$ cat src/rtl/tron_mem_pkg.sv
// tron_mem_pkg: definitions shared by the memory port-2 arbiter.
// Provides the default address/data widths, the wait-counter width,
// the requester-id encoding used by the read-return tag, and the
// arbiter FSM state encoding.
package tron_mem_pkg;

  localparam int ADDR_W_DEF = 16;
  localparam int DATA_W_DEF = 16;
  localparam int CNT_W      = 8;

  typedef enum logic {
    REQ_VID = 1'b0,
    REQ_LDR = 1'b1
  } req_id_e;

  typedef enum logic {
    NORMAL = 1'b0,
    FORCE  = 1'b1
  } arb_state_e;

endpackage

$ cat src/rtl/arb_starve_counter.sv
// arb_starve_counter: saturating count of consecutive cycles the loader
// has been kept waiting, with a compare against the starvation limit.
// Ports:
//   clk, reset    system clock, async active-high reset
//   wait_i        loader requesting and not granted this cycle
//   limit_hit_o   the count being loaded this cycle has reached the limit
module arb_starve_counter
  import tron_mem_pkg::*;
#(
  parameter int STARVE_LIMIT = 8
) (
  input  logic clk,
  input  logic reset,
  input  logic wait_i,
  output logic limit_hit_o
);

  localparam logic [CNT_W-1:0] LIMIT_C = CNT_W'(STARVE_LIMIT);

  logic [CNT_W-1:0] cnt_q;
  logic [CNT_W-1:0] cnt_d;

  always_comb begin
    cnt_d = '0;
    if (wait_i) begin
      cnt_d = (cnt_q == '1) ? cnt_q : cnt_q + 1'b1;
    end
  end

  // Compare the next count so the FSM enters FORCE on the same edge the
  // count reaches the limit; the loader is then granted in the following
  // cycle, i.e. after exactly STARVE_LIMIT denied cycles.
  assign limit_hit_o = (cnt_d >= LIMIT_C);

  always_ff @(posedge clk or posedge reset) begin
    if (reset) begin
      cnt_q <= '0;
    end else begin
      cnt_q <= cnt_d;
    end
  end

endmodule

$ cat src/rtl/mem_port_arbiter.sv
// mem_port_arbiter: shares port 2 of the dual-port execution memory
// between the VGA pixel fetcher (read-only, priority) and the program
// loader/debug host (read/write). One access per cycle, grant decided
// combinationally in the request cycle, read data returned one cycle
// after the grant. A starvation counter forces the loader ahead of video
// after STARVE_LIMIT consecutive denied cycles.
// Ports:
//   clk, reset                         clock, async active-high reset
//   vid_req/vid_addr                   video read request
//   vid_gnt/vid_rvalid/vid_rdata       video grant and read return
//   ldr_req/ldr_we/ldr_addr/ldr_wdata  loader request
//   ldr_gnt/ldr_rvalid/ldr_rdata       loader grant and read return
//   mem_addr/mem_din/mem_we/mem_dout   memory port 2
//
// state  | meaning
// NORMAL | video has priority, loader served when video idle
// FORCE  | loader starved; loader has priority for one grant
module mem_port_arbiter
  import tron_mem_pkg::*;
#(
  parameter int ADDR_W       = ADDR_W_DEF,
  parameter int DATA_W       = DATA_W_DEF,
  parameter int STARVE_LIMIT = 8
) (
  input  logic              clk,
  input  logic              reset,
  input  logic              vid_req,
  input  logic [ADDR_W-1:0] vid_addr,
  output logic              vid_gnt,
  output logic              vid_rvalid,
  output logic [DATA_W-1:0] vid_rdata,
  input  logic              ldr_req,
  input  logic              ldr_we,
  input  logic [ADDR_W-1:0] ldr_addr,
  input  logic [DATA_W-1:0] ldr_wdata,
  output logic              ldr_gnt,
  output logic              ldr_rvalid,
  output logic [DATA_W-1:0] ldr_rdata,
  output logic [ADDR_W-1:0] mem_addr,
  output logic [DATA_W-1:0] mem_din,
  output logic              mem_we,
  input  logic [DATA_W-1:0] mem_dout
);

  arb_state_e state_q, state_d;
  logic       rd_pend_q, rd_pend_d;
  req_id_e    rd_who_q, rd_who_d;
  logic       limit_hit;

  arb_starve_counter #(
    .STARVE_LIMIT(STARVE_LIMIT)
  ) u_starve (
    .clk         (clk),
    .reset       (reset),
    .wait_i      (ldr_req && !ldr_gnt),
    .limit_hit_o (limit_hit)
  );

  // Grants are masked during reset so nothing reaches the memory while
  // the block is held.
  always_comb begin
    vid_gnt = 1'b0;
    ldr_gnt = 1'b0;
    state_d = NORMAL;
    if (!reset) begin
      case (state_q)
        FORCE: begin
          if (ldr_req) ldr_gnt = 1'b1;
          else         vid_gnt = vid_req;
          // Either the loader got its grant or it withdrew.
          state_d = NORMAL;
        end
        default: begin
          if (vid_req) vid_gnt = 1'b1;
          else         ldr_gnt = ldr_req;
          state_d = limit_hit ? FORCE : NORMAL;
        end
      endcase
    end
  end

  always_comb begin
    mem_addr = '0;
    mem_din  = '0;
    mem_we   = 1'b0;
    if (vid_gnt) begin
      mem_addr = vid_addr;
    end else if (ldr_gnt) begin
      mem_addr = ldr_addr;
      mem_din  = ldr_wdata;
      mem_we   = ldr_we;
    end
  end

  always_comb begin
    rd_pend_d = vid_gnt || (ldr_gnt && !ldr_we);
    rd_who_d  = ldr_gnt ? REQ_LDR : REQ_VID;
  end

  always_ff @(posedge clk or posedge reset) begin
    if (reset) begin
      state_q   <= NORMAL;
      rd_pend_q <= 1'b0;
      rd_who_q  <= REQ_VID;
    end else begin
      state_q   <= state_d;
      rd_pend_q <= rd_pend_d;
      rd_who_q  <= rd_who_d;
    end
  end

  assign vid_rvalid = rd_pend_q && (rd_who_q == REQ_VID);
  assign ldr_rvalid = rd_pend_q && (rd_who_q == REQ_LDR);
  assign vid_rdata  = mem_dout;
  assign ldr_rdata  = mem_dout;

endmodule
$ cat config.mk
export PLATFORM = sky130hd
export DESIGN_NAME = mem_port_arbiter
export DESIGN_NICKNAME = d
export VERILOG_FILES = /design/src/rtl/tron_mem_pkg.sv /design/src/rtl/arb_starve_counter.sv /design/src/rtl/mem_port_arbiter.sv
export SDC_FILE = /design/constraint.sdc
export NUM_CORES = 1
export LEC_CHECK = 0
export ABC_AREA = 1
export CORE_UTILIZATION = 28
export CTS_BUF_LIST = sky130_fd_sc_hd__clkbuf_4 sky130_fd_sc_hd__clkbuf_8
export DETAILED_ROUTE_END_ITERATION = 10
export GPL_ROUTABILITY_DRIVEN = 1
export MAX_ROUTING_LAYER = met4
export PLACE_DENSITY_LB_ADDON = 0.25
export SETUP_SLACK_MARGIN = 0.2
export SLEW_MARGIN = 10
export SYNTH_ARGS = -nofsm -noshare
export SYNTH_HDL_FRONTEND = slang
export SYNTH_SLANG_ARGS = --single-unit
$ cat constraint.sdc
create_clock -name clk -period 1.76 [get_ports clk]
set_input_delay 0.352 -clock clk [delete_from_list [all_inputs] [get_ports clk]]
set_output_delay 0.352 -clock clk [all_outputs]
set_load 0.02 [all_outputs]
==> metrics.csv, run 1 <==
stage;metric;value;unit
outcome;status;finished clean;
sta;Final setup viols;0;
floorplan;core footprint;4060;µm²
clock_tree;TritonCTS Buffers;3;
worst_hold_path;Hold/Removal Path Class;in -> async;
critical_path;Critical Path Start Type;flop;
sta;Worst slew margin;0.857;
drt;Via density;4.37;
critical_path;worst r2r src;u_starve.cnt_q[0];
critical_path;cell family with most CP delay;flip-flops;
critical_path;WP data arrival;1.32;ns
sta;Post-Route Skew;0.00148;ns
drt;drt total wl;3080;µm
clock_tree;clk buf depth;2;
floorplan;Initial Util;0.297;
yosys;most common cell in the netlist;buf_4;
drt;post-route ant nets;0;
power;Cell Pwr Density;426;nW/µm²
sta;WHS;0.294;ns
yosys;Synth area leaders;dfrtp_1 23%, buf_4 21%, a22o_1 12%;
sta;min cycle time layout;1.67;ns
global_route;grt total ovfl;0;
clock_tree;clock slew at reported path FFs;0.05;ns
drt;Remaining DRCs;0;
sta;Worst Max-Slew Pin Slew;0.216;ns
place;worst slack, placed;-0.647;ns
floorplan;num ports;138;
yosys;Mapped Cells;174;
global_route;GRT Util Overall;0.130;
sta;final worst-path cycle share;0.948;
critical_path;CP max stage delay;0.35;ns
clock_tree;H-Tree Depth;1;
yosys;largest area contributor in the netlist;dfrtp_1;
sta;RSZ-0062 raised after global routing;true;
yosys;synthesized cell area;1210;µm²
critical_path;Worst Path Max Fanout;17;
drt;DR pass1 iterations;4;
yosys;library cells used by synthesis;25;
cells_and_area;# diodes;0;
global_route;first-pass GRT wire length;4380;µm
critical_path;worst endpoint required time;1.41;ns
clock_tree;CTS tree;done;
clock_tree;CTS sink cnt;11;
critical_path;Critical Path End Type;output pin;
floorplan;die area;4570;µm²
clock_tree;hold buffer count at CTS;0;
place;Buffers on Ports;89;
global_route;initial antenna violation count;0;
cells_and_area;fin util;0.508;
critical_path;Worst Path Buf+Inv;3;
critical_path;CP cell instances;nand2_1, nand3_2, inv_2, buf_12, a22o_4, buf_4;
place;GP Congestion;0.802;
sta;Hold Violations, Final;0;
clock_tree;insertion delay to the later sink of the worst-skew pair;0.24;ns
drt;vias;1280;
global_route;largest net degree at the start of global routing;19;
sta;max-slew violation count;0;
yosys;register area share after synthesis;0.228;
floorplan;Site Rows;23;
sta;setup TNS;0;ns
floorplan;Die Wd;67.6;µm
place;dpl hpwl;2550;µm
power;Peak VDD IR;0.170;mV
yosys;Syn. warnings;0;
cells_and_area;Nets;314;
critical_path;Crit Reg-Reg Endpoint;state_q;
sta;fmax;599;MHz
floorplan;Die Y;67.6;µm
cells_and_area;share of cells above drive strength 1;0.321;
critical_path;R2R setup slack;0.33;ns
cells_and_area;area grow syn2layout;70.9;%
clock_tree;CTS Root Cell;clkbuf_8;
drt;DR iter-0 viols;27;
yosys;Post-synth EDFFs;0;
yosys;Synth Register Bits;11;
critical_path;CP max-delay cell;dfrtp_1;
flow_run;Max-cap violations;0;
yosys;Post-Syn Area per Cell;6.93;µm²
yosys;Synth async-reset ratio;1.00;
yosys;leading post-synthesis cells by instance count;33 x buf_4, 32 x inv_1, 23 x nor2_1;
drt;drt wl/cell;10.5;µm
critical_path;kind of critical path;reg -> out;
yosys;area fraction of the dominant cell type after synthesis;0.228;
sta;worst setup margin;0.0910;ns
global_route;vias in the first global route;1099;
critical_path;Reg2Reg Depth;9;
yosys;dominant synthesized flop cell;dfrtp_1;
yosys;Post-Synthesis Net Count;244;
power;leakage;0.00112;µW
[layer usage]
| layer | routed length [µm] | global-route usage | vias to the layer above |
|---|---|---|---|
| met5 | 0 | - | - |
| met4 | 63 | 0.0691 | 0 |
| met3 | 279 | 0.0253 | 9 |
| met2 | 1570 | 0.220 | 62 |
| met1 | 1170 | 0.143 | 562 |
| li1 | - | - | 647 |
[through the flow]
step	instance area [µm²]	cells	power, µW
after detailed placement	2070	288	628
after global placement	2070	288	625
final	2060	293	877
after floorplan	1290	174	522
after CTS	2040	292	889
after global routing	2060	293	931
[placed cells by master, fill, tap and decap left out, drive strengths merged]
master and instances:
clkdlybuf4s50 49, buf 45, inv 38, nor2 27
nand2 24, a22o 16, dfrtp 11, nand3 10
o21ai 5, dlygate4sd2 4, clkbuf 4, a21oi 3
clkdlybuf4s15 2, nand3b 1, o21bai 1, nand4 1
o21a 1, ha 1
[final cells by class]
| type | count | area, µm² |
|---|---|---|
| Timing Repair Buffer | 100 | 908 |
| Inverter | 38 | 150 |
| Multi-Input combinational cell | 90 | 616 |
| Tap cell | 50 | 62.6 |
| Fill cell | 423 | 2000 |
| Clock buffer | 4 | 48.8 |
| Sequential cell | 11 | 275 |
[timing repair]
action                                  in CTS  in global routing
pin swaps                                    0                  1
buffers inserted                             0                  1
endpoints found under the setup margin      38                 35
gates resized for setup                    179                  5
[state kept, by name, indices dropped and copies added, names as in the netlist]
signal	cells
u_starve.cnt_q	8
rd_pend_q	1
rd_who_q	1
state_q	1
[how the worst max path moves through the flow]
stage                     depth (start not counted)            to    start  slack (ns)
after detailed placement                          7  mem_addr[10]  ldr_req       -0.65
after global routing                              6  mem_addr[12]  state_q        0.01
after global placement                            7   mem_addr[6]  ldr_req       -0.61
after CTS                                         6  mem_addr[10]  state_q        0.08
final                                             6  mem_addr[14]  state_q        0.09
after floorplan                                   4   mem_din[10]    reset        0.26
[cells by family after synthesis]
group / Yosys count / share of synthesized area
buffers and inverters: 73 / 0.335
and+or+nand+nor: 63 / 0.265
AOI/OAI and AO/OA: 26 / 0.162
DFF: 11 / 0.228
adders and majority gates: 1 / 0.0104
[power breakdown]
| part | switching [µW] | leakage (µW) | internal (µW) | total (µW) |
|---|---|---|---|---|
| clock network | 94.2 | 0.0000262 | 174 | 269 |
| registers | 5.88 | 0.000150 | 261 | 267 |
| logic | 142 | 0.000943 | 200 | 342 |
[worst register-to-register path, stage by stage, from the launching register on]
cell,delay [ns]
dfrtp_1,0.40
ha_1,0.27
inv_2,0.11
nor2_4,0.05
nand2_4,0.10
nand3_1,0.09
nand2_1,0.10
nand3_2,0.07
nor2_1,0.09
nor2_1,0.05
Note: power is estimated with default switching activity, not from simulation.
==> run 2: changes to the inputs <==
Settings changed: REMOVE_ABC_BUFFERS set to 1, SETUP_SLACK_MARGIN 0.2 to not set.
==> metrics.csv, run 2 (synthesis gave the netlist of run 1 again) <==
stage;metric;value;unit;change
outcome;status;finished with violations;;
outcome;failing checks;negative setup slack;;
sta;worst setup margin;-0.0396;ns;-0.131 ns
drt;M1 WL;1720;µm;+46%
floorplan;die area;4570;µm²;unchanged
cells_and_area;Nets;317;;+0.96%
drt;DR iter-0 viols;22;;-19%
drt;vias;1318;;+3.0%
cells_and_area;most frequent cells in the layout;50 x clkdlybuf4s50_1, 32 x inv_1, 32 x buf_6;;
critical_path;worst r2r src;state_q;;
sta;Worst slew margin;0.811;;-0.0455
critical_path;R2R setup slack;0.26;ns;-0.07 ns
place;GP Congestion;0.777;;-3.2%
drt;drt total wl;4230;µm;+37%
critical_path;Critical Path End Type;output pin;;
drt;Via density;4.45;;+1.9%
cells_and_area;multi-input gate area in the final layout;647;µm²;+5.1%
sta;Worst Max-Slew Pin Slew;0.283;ns;+0.0674 ns
cells_and_area;FF+latch area;275;µm²;unchanged
global_route;initial antenna violation count;0;;unchanged
floorplan;Initial Util;0.297;;unchanged
cells_and_area;area grow syn2layout;87.4;%;
cells_and_area;# diodes;0;;unchanged
power;Cell Pwr Density;405;nW/µm²;-4.8%
sta;WHS;0.328;ns;+0.0334 ns
flow_run;Max-cap violations;0;;unchanged
global_route;largest net degree at the start of global routing;19;;unchanged
critical_path;WP data arrival;1.45;ns;+0.13 ns
power;Peak VDD IR;0.206;mV;+21%
drt;post-route ant nets;0;;unchanged
sta;Post-Route Skew;0.000609;ns;-0.000866 ns
clock_tree;insertion delay to the later sink of the worst-skew pair;0.24;ns;about the same
clock_tree;clk buf depth;2;;unchanged
sta;Hold Violations, Final;0;;unchanged
drt;DR pass1 iterations;4;;unchanged
clock_tree;CTS sink cnt;11;;unchanged
cells_and_area;number of flip-flops under the largest register name;8;;unchanged
critical_path;Worst Path Max Fanout;7;;-10
drt;Remaining DRCs;0;;unchanged
place;dpl hpwl;3080;µm;+21%
floorplan;core footprint;4060;µm²;unchanged
clock_tree;TritonCTS Buffers;3;;unchanged
clock_tree;CTS Root Cell;clkbuf_8;;
clock_tree;hold buffer count at CTS;0;;unchanged
power;leakage;0.00114;µW;+1.6%
floorplan;Die Y;67.6;µm;unchanged
cells_and_area;# fillers;376;;-11%
global_route;first-pass GRT wire length;5710;µm;+30%
clock_tree;CTS tree;done;;
worst_hold_path;Hold/Removal Path Class;in -> async;;
floorplan;Die Wd;67.6;µm;unchanged
power;Tot Pwr;916;µW;+4.4%
place;Buffers on Ports;89;;unchanged
floorplan;Site Rows;23;;unchanged
critical_path;Critical Path Start;vid_req;;
global_route;vias in the first global route;1219;;+11%
cells_and_area;commonest non-fill, non-tap cell in the layout;clkdlybuf4s50_1;;
drt;DR top layer;met4;;
critical_path;Critical Path Start Type;input pin;;
cells_and_area;share of cells above drive strength 1;0.346;;+0.0245
sta;final worst-path cycle share;1.02;;+0.0742
drt;Met2 Wirelength;2060;µm;+31%
sta;Final setup viols;15;;+15
cells_and_area;most flop-heavy register;u_starve.cnt_q;;
floorplan;num ports;138;;unchanged
sta;RSZ-0062 raised after global routing;true;;
sta;fmax;556;MHz;-7.3%
sta;min cycle time layout;1.80;ns;+0.131 ns
critical_path;kind of critical path;in -> out;;
clock_tree;H-Tree Depth;1;;unchanged
drt;routed wl met3;411;µm;+47%
clock_tree;clock slew at reported path FFs;0.05;ns;about the same
drt;drt wl/cell;14.3;µm;+36%
global_route;GRT Util Overall;0.173;;+0.0428
critical_path;worst endpoint required time;1.41;ns;about the same
sta;max-slew violation count;0;;unchanged
global_route;grt total ovfl;0;;unchanged
-- run 2: worst max-delay path, stage by stage --
cell           delay [ns]
dlygate4sd2_1        0.28
nand2_2              0.09
nand3_4              0.23
clkbuf_16            0.27
nor2_4               0.09
buf_6                0.12
-- run 2: final cells by class --
type	instances	area share
timing repair buffer	100	0.464
clock buffer	4	0.0216
sequential	11	0.122
multi-input combinational	90	0.286
inverter	38	0.0675
tap	50	0.0277
timing repair inverter	3	0.0111
-- run 2: stage by stage --
stage	setup TNS (ns)	utilization	worst slack, ns	cells	instance area (µm²)
after CTS	-0.663	0.506	-0.0409	292	2050
after global routing	-2.14	0.557	-0.108	296	2260
after global placement	-19.67	0.482	-0.599	285	1960
final	-0.178	0.557	-0.0396	296	2260
after detailed placement	-19.85	0.482	-0.604	285	1960
after floorplan	0	-	0.189	139	950
-- run 2: report_power, final --
group | internal (µW) | leakage [µW] | total, µW | switching [µW]
clock | 174 | 0.0000262 | 267 | 92.8
combinational | 217 | 0.000961 | 382 | 165
sequential | 261 | 0.000150 | 267 | 6.19
total | 652 | 0.00114 | 916 | 264
-- run 2: timing repair --
item | CTS | global route
endpoints found under the setup margin | 35 | 33
buffers inserted | 0 | 1
pin swaps | 1 | 3
cloned | 3 | 3
gates resized for setup | 118 | 125
-- run 2: worst paths after layout --
path | endpoint | cells past startpoint
max reg2reg | state_q | 10
max in group asynchronous | rd_who_q | 3
min | state_q | 3
max | mem_din[7] | 6
min reg2reg | u_starve.cnt_q[1] | 2
min in group clk | u_starve.cnt_q[1] | 2
-- run 2: per-layer routing --
metal | global-route usage | vias up
li1 | - | 654
met1 | 0.215 | 587
met2 | 0.245 | 72
met3 | 0.0794 | 5
met4 | 0.0559 | 0
met5 | - | -
